===== src/rtl/alu_mc_pkg.sv =====
// Shared opcode encoding, FSM state codes and opcode classification helpers for alu_mc.
package alu_mc_pkg;

    localparam logic [3:0] OP_AND  = 4'b0000;
    localparam logic [3:0] OP_OR   = 4'b0001;
    localparam logic [3:0] OP_ADD  = 4'b0010;
    localparam logic [3:0] OP_SLL  = 4'b0011;
    localparam logic [3:0] OP_SUB  = 4'b0100;
    localparam logic [3:0] OP_SRL  = 4'b0101;
    localparam logic [3:0] OP_MUL  = 4'b0110;
    localparam logic [3:0] OP_XOR  = 4'b0111;
    localparam logic [3:0] OP_SLT  = 4'b1000;
    localparam logic [3:0] OP_CONV = 4'b1111;

    typedef logic [1:0] state_t;

    localparam state_t IDLE = 2'd0;
    localparam state_t EXEC = 2'd1;
    localparam state_t DONE = 2'd2;

    function automatic logic is_multicycle(input logic [3:0] op);
        return (op == OP_MUL) || (op == OP_CONV);
    endfunction

    function automatic logic is_legal(input logic [3:0] op);
        logic legal;
        case (op)
            OP_AND, OP_OR, OP_ADD, OP_SLL, OP_SUB,
            OP_SRL, OP_MUL, OP_XOR, OP_SLT, OP_CONV: legal = 1'b1;
            default:                                 legal = 1'b0;
        endcase
        return legal;
    endfunction

endpackage


===== src/rtl/mac_iter.sv =====
// Iterative accumulate datapath shared by MUL (one multiplier bit per cycle, LSB first)
// and CONV (one unsigned lane MAC per cycle, lane 0 first).
module mac_iter #(
    parameter int unsigned WIDTH  = 32,
    parameter int unsigned LANE_W = 8
) (
    input  logic             clk,
    input  logic             reset,
    input  logic             start,
    input  logic             mode,
    input  logic [WIDTH-1:0] a,
    input  logic [WIDTH-1:0] b,
    output logic             done,
    output logic [WIDTH-1:0] acc
);

    localparam int unsigned LANES = WIDTH / LANE_W;
    localparam int unsigned CW    = $clog2(WIDTH);

    logic [WIDTH-1:0] a_q, b_q, acc_q;
    logic [CW-1:0]    cnt_q;
    logic             run_q;
    logic             mode_q;
    logic [CW-1:0]    last;

    // mode 0: partial product for multiplier bit idx; mode 1: product of lane idx
    function automatic logic [WIDTH-1:0] term(input logic m, input logic [WIDTH-1:0] x,
                                              input logic [WIDTH-1:0] y,
                                              input logic [CW-1:0] idx);
        logic [WIDTH-1:0]  xs, ys;
        logic [LANE_W-1:0] la, lb;
        int unsigned       sh;
        if (m) begin
            sh = int'(idx) * LANE_W;
            xs = x >> sh;
            ys = y >> sh;
            la = xs[LANE_W-1:0];
            lb = ys[LANE_W-1:0];
            return WIDTH'(la) * WIDTH'(lb);
        end
        return y[idx] ? (x << idx) : '0;
    endfunction

    assign last = mode_q ? CW'(LANES - 1) : CW'(WIDTH - 1);
    assign done = run_q && (cnt_q == last);
    assign acc  = acc_q;

    // The first iteration runs on the start edge so the caller sees the nominal latency.
    always_ff @(posedge clk) begin
        if (reset) begin
            a_q    <= '0;
            b_q    <= '0;
            acc_q  <= '0;
            cnt_q  <= '0;
            run_q  <= 1'b0;
            mode_q <= 1'b0;
        end else if (start) begin
            a_q    <= a;
            b_q    <= b;
            mode_q <= mode;
            acc_q  <= term(mode, a, b, '0);
            cnt_q  <= CW'(1);
            run_q  <= 1'b1;
        end else if (run_q) begin
            acc_q <= acc_q + term(mode_q, a_q, b_q, cnt_q);
            cnt_q <= cnt_q + 1'b1;
            if (done) begin
                run_q <= 1'b0;
            end
        end
    end

endmodule


===== src/rtl/alu_mc.sv =====
// Multi-cycle ALU with valid/ready handshakes; single-cycle ops are computed here,
// MUL and CONV are delegated to mac_iter.
module alu_mc
    import alu_mc_pkg::*;
#(
    parameter int unsigned WIDTH  = 32,
    parameter int unsigned LANE_W = 8
) (
    input  logic             clk,
    input  logic             reset,
    input  logic             in_valid,
    output logic             in_ready,
    input  logic [3:0]       alu_control,
    input  logic [WIDTH-1:0] in1,
    input  logic [WIDTH-1:0] in2,
    output logic             out_valid,
    input  logic             out_ready,
    output logic [WIDTH-1:0] alu_result,
    output logic             zero_flag,
    output logic             illegal_op,
    output logic             busy
);

    localparam int unsigned SHW = $clog2(WIDTH);

    state_t           state_q, state_d;
    logic [WIDTH-1:0] res_q, res_d;
    logic             ill_q, ill_d;
    logic             sel_mac_q, sel_mac_d;
    logic             accept;
    logic             mac_start;
    logic             mac_done;
    logic [WIDTH-1:0] mac_acc;
    logic [WIDTH-1:0] single_res;

    assign accept = in_valid && in_ready;

    always_comb begin
        single_res = '0;
        case (alu_control)
            OP_AND:  single_res = in1 & in2;
            OP_OR:   single_res = in1 | in2;
            OP_ADD:  single_res = in1 + in2;
            OP_SUB:  single_res = in1 - in2;
            OP_XOR:  single_res = in1 ^ in2;
            OP_SLT:  single_res = {{(WIDTH-1){1'b0}}, (in1 < in2)};
            OP_SLL:  single_res = in1 << in2[SHW-1:0];
            OP_SRL:  single_res = in1 >> in2[SHW-1:0];
            default: single_res = '0;
        endcase
    end

    always_comb begin
        state_d   = state_q;
        res_d     = res_q;
        ill_d     = ill_q;
        sel_mac_d = sel_mac_q;
        mac_start = 1'b0;
        case (state_q)
            IDLE: begin
                if (accept) begin
                    if (!is_legal(alu_control)) begin
                        res_d     = '0;
                        ill_d     = 1'b1;
                        sel_mac_d = 1'b0;
                        state_d   = DONE;
                    end else if (is_multicycle(alu_control)) begin
                        mac_start = 1'b1;
                        ill_d     = 1'b0;
                        sel_mac_d = 1'b1;
                        state_d   = EXEC;
                    end else begin
                        res_d     = single_res;
                        ill_d     = 1'b0;
                        sel_mac_d = 1'b0;
                        state_d   = DONE;
                    end
                end
            end
            EXEC: begin
                if (mac_done) begin
                    state_d = DONE;
                end
            end
            DONE: begin
                if (out_ready) begin
                    state_d = IDLE;
                end
            end
            default: state_d = IDLE;
        endcase
    end

    always_ff @(posedge clk) begin
        if (reset) begin
            state_q   <= IDLE;
            res_q     <= '0;
            ill_q     <= 1'b0;
            sel_mac_q <= 1'b0;
        end else begin
            state_q   <= state_d;
            res_q     <= res_d;
            ill_q     <= ill_d;
            sel_mac_q <= sel_mac_d;
        end
    end

    mac_iter #(
        .WIDTH  (WIDTH),
        .LANE_W (LANE_W)
    ) u_mac_iter (
        .clk   (clk),
        .reset (reset),
        .start (mac_start),
        .mode  (alu_control == OP_CONV),
        .a     (in1),
        .b     (in2),
        .done  (mac_done),
        .acc   (mac_acc)
    );

    // The accumulator is frozen once mac_iter finishes, so it acts as the result register.
    assign alu_result = sel_mac_q ? mac_acc : res_q;
    assign out_valid  = (state_q == DONE);
    assign zero_flag  = out_valid && (alu_result == '0);
    assign illegal_op = ill_q;
    assign in_ready   = (state_q == IDLE);
    assign busy       = (state_q != IDLE);

endmodule


===== config.mk =====
export PLATFORM = sky130hd
export DESIGN_NAME = alu_mc
export DESIGN_NICKNAME = d
export VERILOG_FILES = /design/src/rtl/alu_mc_pkg.sv /design/src/rtl/mac_iter.sv /design/src/rtl/alu_mc.sv
export SDC_FILE = /design/constraint.sdc
export NUM_CORES = 1
export LEC_CHECK = 0
export CORE_MARGIN = 1
export CORE_UTILIZATION = 50
export CTS_CLUSTER_DIAMETER = 120
export DETAILED_ROUTE_END_ITERATION = 8
export GPL_TIMING_DRIVEN = 0
export PLACE_DENSITY = 0.68
export SLEW_MARGIN = 20
export SYNTH_ARGS = -nofsm -noshare
export SYNTH_HDL_FRONTEND = slang
export SYNTH_HIERARCHICAL = 1
export SYNTH_SLANG_ARGS = --single-unit

===== constraint.sdc =====
create_clock -name clk -period 8.96 [get_ports clk]
set_clock_uncertainty 0.2 [all_clocks]
set_input_delay 1.792 -clock clk [delete_from_list [all_inputs] [get_ports clk]]
set_output_delay 1.792 -clock clk [all_outputs]
set_load 0.05 [all_outputs]

* Yosys cells after proc, flatten, opt, wreduce, memory -nomap -nowiden
Memories as Yosys holds them, arrays and structs flattened.
Cells that the tools add are included.
** Word-level totals
- Memories :: 1
- Bits in registers :: 139
- Output and inout port bits :: 37
- Memory bits (read-only) :: 16
- Input bits :: 72
- Word-level logic and storage cells :: 100
** Memories
- (no name shown) :: depth 16, bits a word 1, read ports 1, clocked after memory_dff 0, write ports 0, line alu_mc_pkg.sv:27 : case (op)
** Cells by class
- Mux-type cells :: 43
- Add/sub/neg operators :: 4
- Reductions and logical operators :: 13
- Bitwise logic cells :: 3
- Shift operators :: 5
- Multiply operators :: 2
- Magnitude comparators :: 2
- Eq/ne operators :: 16
** Operators by type and width (number)
- 32-bit two-way mux :: 14
- 32-bit case mux with 8 select lines :: 1
- 32-bit adder :: 2
- 32-bit by 5-bit left shift with 32-bit output :: 2
- 32-bit by 8-bit right shift with 8-bit output :: 2
- 32-bit bitwise AND :: 1
- 32-bit zero test :: 1
- 32-bit less-than comparator :: 1
- 8-bit by 8-bit multiplier with 16-bit output :: 2
- 32-bit OR :: 1
- 32-bit by 5-bit right shift with 32-bit output :: 1
- 32-bit subtractor :: 1
- 32-bit bitwise XOR :: 1
- 1-bit two-way mux :: 20
- 4-bit by 3-bit == test with 1-bit output, second input constant :: 4
- 2-bit two-way mux :: 5
- 4-bit by 2-bit == test with 1-bit output, second input constant :: 2
- 4-bit == test, second input constant :: 2
- 5-bit by 6-bit less-than comparator with 1-bit output, second input constant :: 1
- 2-bit case mux with 3 select lines :: 1
- 3-bit AND reduction :: 2
- 5-bit by 1-bit adder with 5-bit output, second input constant :: 1
- 1-bit binary-select mux with 5-bit select :: 1
- 5-bit == test :: 1
- other kinds (13) :: 18

* Logic depth before layout (Yosys ltp)
- Depth after elaboration :: 16
- Gate-level depth with buffers :: 34
- Depth with buffers taken out :: 29

* Modules after synthesis
Netlist, hierarchy kept.
** By module, submodules not included
- mac_iter :: area an instance 11872.6 um^2, instances 1, sequential area each 2062.0 um^2, cells an instance 1400
- alu_mc :: area an instance 10352.4 um^2, instances 1, sequential area each 720.7 um^2, cells an instance 1420

* Worst setup path after synthesis
Ideal clock, no wire load.
- Kind :: register to register
- From :: register u_mac_iter.cnt_q[0]
- To :: register u_mac_iter.acc_q[28], in the netlist u_mac_iter/acc[28]
- Required time :: 8691 ps
- Slack :: 864 ps
- Path buffers :: 4
- Library setup time :: 69 ps
- Period minus slack after synthesis :: 8096 ps
- Stages on the path, launching flop included :: 34
- Data arrival time :: 7827 ps
- Cells stage by stage :: dfxtp_1 > buf_6 > buf_2 > buf_2 > buf_2 > mux4_2 > nand2_1 > nor2_1 > fa_1 > inv_1 > fa_1 > inv_1 > fa_1 > inv_1 > fa_1 > inv_1 > ha_1 > nor2b_1 > o21a_1 > o22a_1 > a41o_1 > o41a_1 > xnor2_1 > o2bb2ai_1 > ha_1 > a21oi_1 > o21ai_1 > o41ai_1 > o21a_1 > a21oi_2 > o41ai_2 > mux2i_1 > or4_1 > o21ai_1
** Between the ends
- Cells in the longest elaborated chain, start to end :: 10
- Elaborated cells on any way between the ends :: 15
- Classes of those cells :: 1 x add/sub; 1 x mul; 3 x shift; 10 x mux
** Ends and longest elaborated chain
- from (decl) :: line mac_iter.sv:21 : logic [CW-1:0] cnt_q;
- from (signal assigned) :: line mac_iter.sv:66 : cnt_q <= cnt_q + 1'b1;
- 32-bit by 8-bit right shift with 8-bit output, or another cell as far along :: line mac_iter.sv:35 : xs = x >> sh;
- 8-bit by 8-bit multiplier with 16-bit output / 1-bit two-way mux (equally long branches) :: line mac_iter.sv:39, mac_iter.sv:41
- 32-bit two-way mux (on tied branches) :: line mac_iter.sv:33, mac_iter.sv:41
- 32-bit two-way mux (*) :: line mac_iter.sv:41 : return y[idx] ? (x << idx) : '0;
- 32-bit two-way mux (*) :: line mac_iter.sv:64 : end else if (run_q) begin
- 32-bit two-way mux (*) :: line mac_iter.sv:57 : end else if (start) begin
- 32-bit two-way mux (*) :: line mac_iter.sv:50 : if (reset) begin
- 32-bit adder (*) :: line mac_iter.sv:65 : acc_q <= acc_q + term(mode_q, a_q, b_q, cnt_q);
- 32-bit two-way mux (*) :: line mac_iter.sv:64
- 32-bit two-way mux (*) :: line mac_iter.sv:57
- to (signal assigned) :: line mac_iter.sv:61 : acc_q <= term(mode, a, b, '0);
- to (signal assigned) :: line mac_iter.sv:65
- to (decl) :: line mac_iter.sv:20 : logic [WIDTH-1:0] a_q, b_q, acc_q;
Mark *: on every way between the ends. The rest lies on a longest branch, timed or not. The select of a mux whose other input is x is not followed.
A chain may end at the register's enable or synchronous reset.

* Final worst setup path
- From :: register u_mac_iter.cnt_q[2]
- To :: register u_mac_iter.acc_q[28], in the netlist u_mac_iter/acc[28]
Same word-level chain as after synthesis.

==> metrics.md <==
| Metric | Value |
|---|---|
| Synth Register Bits | `139` |
| Filler cells | `between 4000 and 5000` |
| Io pins | `about 110` |
| TritonCTS Sinks | `139` |
| Crit path from | `u_mac_iter/cnt_q[2]` |
| Antenna Nets Post-Route | `0` |
| Total Negative Setup Slacks | `0 ns` |
| Post-DP HPWL | `between 80000 and 90000 um` |
| Peak VDD IR | `0.0000945 V` |
| Synth warnings | `6` |
| Worst EP required | `9.13 ns` |
| Syn nets | `about 3200` |
| Hold Crit Class | `reg -> reg` |
| Layout area overhead | `11.0%` |
| Fmax | `approximately 0.12 GHz` |
| Syn_area_per_cell | `about 8 um2` |
| Layout Nets | `3296` |
| Post-synth ARST share | `0%` |
| Final Max Tran Viols | `0` |
| Max Fanout on Critical Path | `10` |
| Final Cell Area | `about 25000 um2` |
| I/O Buffers | `~100` |
| Post-Route WL | `109000 um` |
| Wirelength per Cell | `around 30 um` |
| Root Buffer | `clkbuf_16` |
| Crit Path Class | `reg -> reg` |
| Routed vias/inst | `6.98` |
| Reg2reg start | `u_mac_iter/cnt_q[2]` |
| Residual DRC | `0` |
| Non-filler cells, final | `3542` |
| Area of the multi-input gates | `17900 um2` |
| Mapped Cells | `2820` |
| Placed cell area | `24000 um2` |
| Number of CTS-inserted buffers | `17` |
| P per Cell Area | `110 nW/um2` |
| Tightest Pin Transition | `1.31 ns` |
| FF/Latch Area | `around 2800 um2` |
| Worst path max stage delay | `0.57 ns` |
| Mapped cell area | `22200 um2` |
| Skew-Pair Late Insertion Delay | `0.43 ns` |
| Routability Congestion | `1.06` |
| Post-synthesis sequential area ratio | `12.5%` |
| Core area | `43500 um2` |
| Outcome | `complete, no violations` |
| Worst EP arrival | `8.83 ns` |
| Cell taking the most area after synthesis | `dfxtp_1` |
| Initial core utilization | `around 51%` |
| Cells after DPL | `around 3500` |
| Die Y | `213 um` |
| Slew headroom | `9.99%` |
| Count leader, synth | `nor2_1` |
| Floorplan row count | `76` |
| Share of layout cells above drive strength 1 | `approximately a tenth` |
| Max cap viols | `0` |
| Vias in the first global route | `23600` |
| Hold Violations, Final | `0` |
| TritonCTS clock tree | `yes` |
| Largest net degree at the start of global routing | `20` |
| Initial drt markers | `roughly 3700` |
| Startpoint types | `flop` |
| Hold Startpoint | `illegal_op` |
| Main synth FF type | `dfxtp_1` |
| Global router's overall resource usage | `between 40 and 50%` |
| Antenna violations before repair | `4` |
| Dpl ws | `-0.482 ns` |
| Setup crit end kind | `flop` |
| H-tree depth | `4` |
| Clock-pin slew on the worst setup and hold paths | `around 0.070 ns` |
| Netlist cell types | `109` |
| Top cells by area, synth | `dfxtp_1 13%, ha_1 12%, mux4_2 7.0%, mux2i_1 6.9%, fa_1 6.8%` |
| Vias | `24700` |
| Die W | `between 200 and 250 um` |
| Clock Path Buffers | `2` |
| RSZ-0062 raised after global routing | `no` |
| Synth top area share | `12.5%` |
| DRT Pass-1 Iters | `9` |
| Leakage power | `10.0 nW` |
| GR Overflow Total | `0` |
| Fin crit share | `96.7%` |
| Post-synth EDFFs | `0` |
| Fin crit period | `8.67 ns` |
| # setup viols final | `0` |
| Slowest-stage cell, CP | `buf_1` |
| Most frequent cells after synthesis | `346 x nor2_1, 238 x a21oi_1, 217 x nand2_1` |
| Worst setup margin | `0.292 ns` |
| DIE AREA | `45300 um2` |
| First-pass GRT wire length | `157000 um` |
[report_power, final]
group | internal (mW) | total [mW] | switching (mW)
clock network | 0.399 | 0.729 | 0.330
registers | 0.637 | 0.662 | 0.0249
logic | 0.449 | 1.33 | 0.879
[logic make-up (layout without fill, tap and decap cells)]
logic type,Yosys count,in the layout,synth area share (%)
and+or+nand+nor,830,830,17.1
AOI/OAI and AO/OA,799,799,24.3
buffers and inverters,409,541,7.39
muxes,300,300,17.8
adders and majority gates,285,285,18.6
DFF,139,139,12.5
xor gates and xnor gates,58,58,2.29
other,0,5,0
[worst max-delay path, delay by kind of cell (launching register included)]
kind	cells	cell delay (ns)
AOI/OAI and AO/OA	12	2.60
xor gates and xnor gates	1	0.29
adders and majority gates	6	2.68
buffers and inverters	7	1.28
DFF	1	0.38
muxes	1	0.15
and+or+nand+nor	5	1.03
[cells in the final DEF (no fill, tap or decap), drive strengths merged, types with 23 or more instances in the layout]
cell / Yosys / final
nor2: 346 / 346
a21oi: 239 / 239
inv: 215 / 226
nand2: 217 / 217
ha: 210 / 210
mux2i: 154 / 154
dfxtp: 139 / 139
clkbuf: 122 / 139
o21ai: 137 / 137
clkdlybuf4s50: 0 / 103
mux2: 77 / 77
fa: 75 / 75
mux4: 69 / 69
a211oi: 68 / 68
buf: 69 / 66
nand3: 51 / 51
nor3: 44 / 44
xnor2: 43 / 43
and2: 43 / 43
a221oi: 40 / 40
a21o: 33 / 33
nor2b: 23 / 23
o31ai: 23 / 23
[cell type report]
class	instances	area share [%]
clock buffer	17	1.72
sequential	139	11.3
multi-input combinational	2272	72.4
inverter	218	3.33
antenna	5	0.0507
clock inverter	15	0.685
buffer	187	3.34
tap	585	2.97
timing repair buffer	104	4.20
[through the flow]
| step | total power, mW | utilization, % | hold slack, ns |
|---|---|---|---|
| global placement | 1.90 | 55.2 | 0.244 |
| floorplan | 1.46 | - | 0.216 |
| global route | 2.80 | 56.7 | 0.288 |
| detailed placement | 1.92 | 55.3 | 0.251 |
| finish | 2.72 | 56.8 | 0.256 |
| CTS | 2.64 | 56.6 | 0.260 |
[state kept, by name (all words and copies together), names as in the netlist]
register and flops:
u_mac_iter/run_q 1, illegal_op 1, u_mac_iter/mode_q 1, u_mac_iter/cnt_q 5
u_mac_iter/acc 32, res_q 32, state_q 2, u_mac_iter/a_q 32
u_mac_iter/b_q 32, sel_mac_q 1
[per-layer routing]
layer,share of wire [%],vias up,GRT usage (%)
li1,-,10500,-
met5,0.024,-,0.334
met2,43,1883,74.5
met4,9.9,4,38.6
met1,35,11800,56.3
met3,11,566,11.9
[timing repair]
action,CTS,global route
setup endpoints to repair,10,11
gates resized for setup,6,16
hold buffers,0,0
setup buffers,0,0
[worst paths after layout]
path | endpoint | slack (ns) | cells past startpoint
worst max-delay path | u_mac_iter/acc[28] | 0.29 | 32
worst min-delay path | illegal_op | 0.26 | 2
worst max register to register | u_mac_iter/acc[28] | 0.29 | 32
worst min register to register | illegal_op | 0.26 | 2
(Power assumes the default switching activity.)
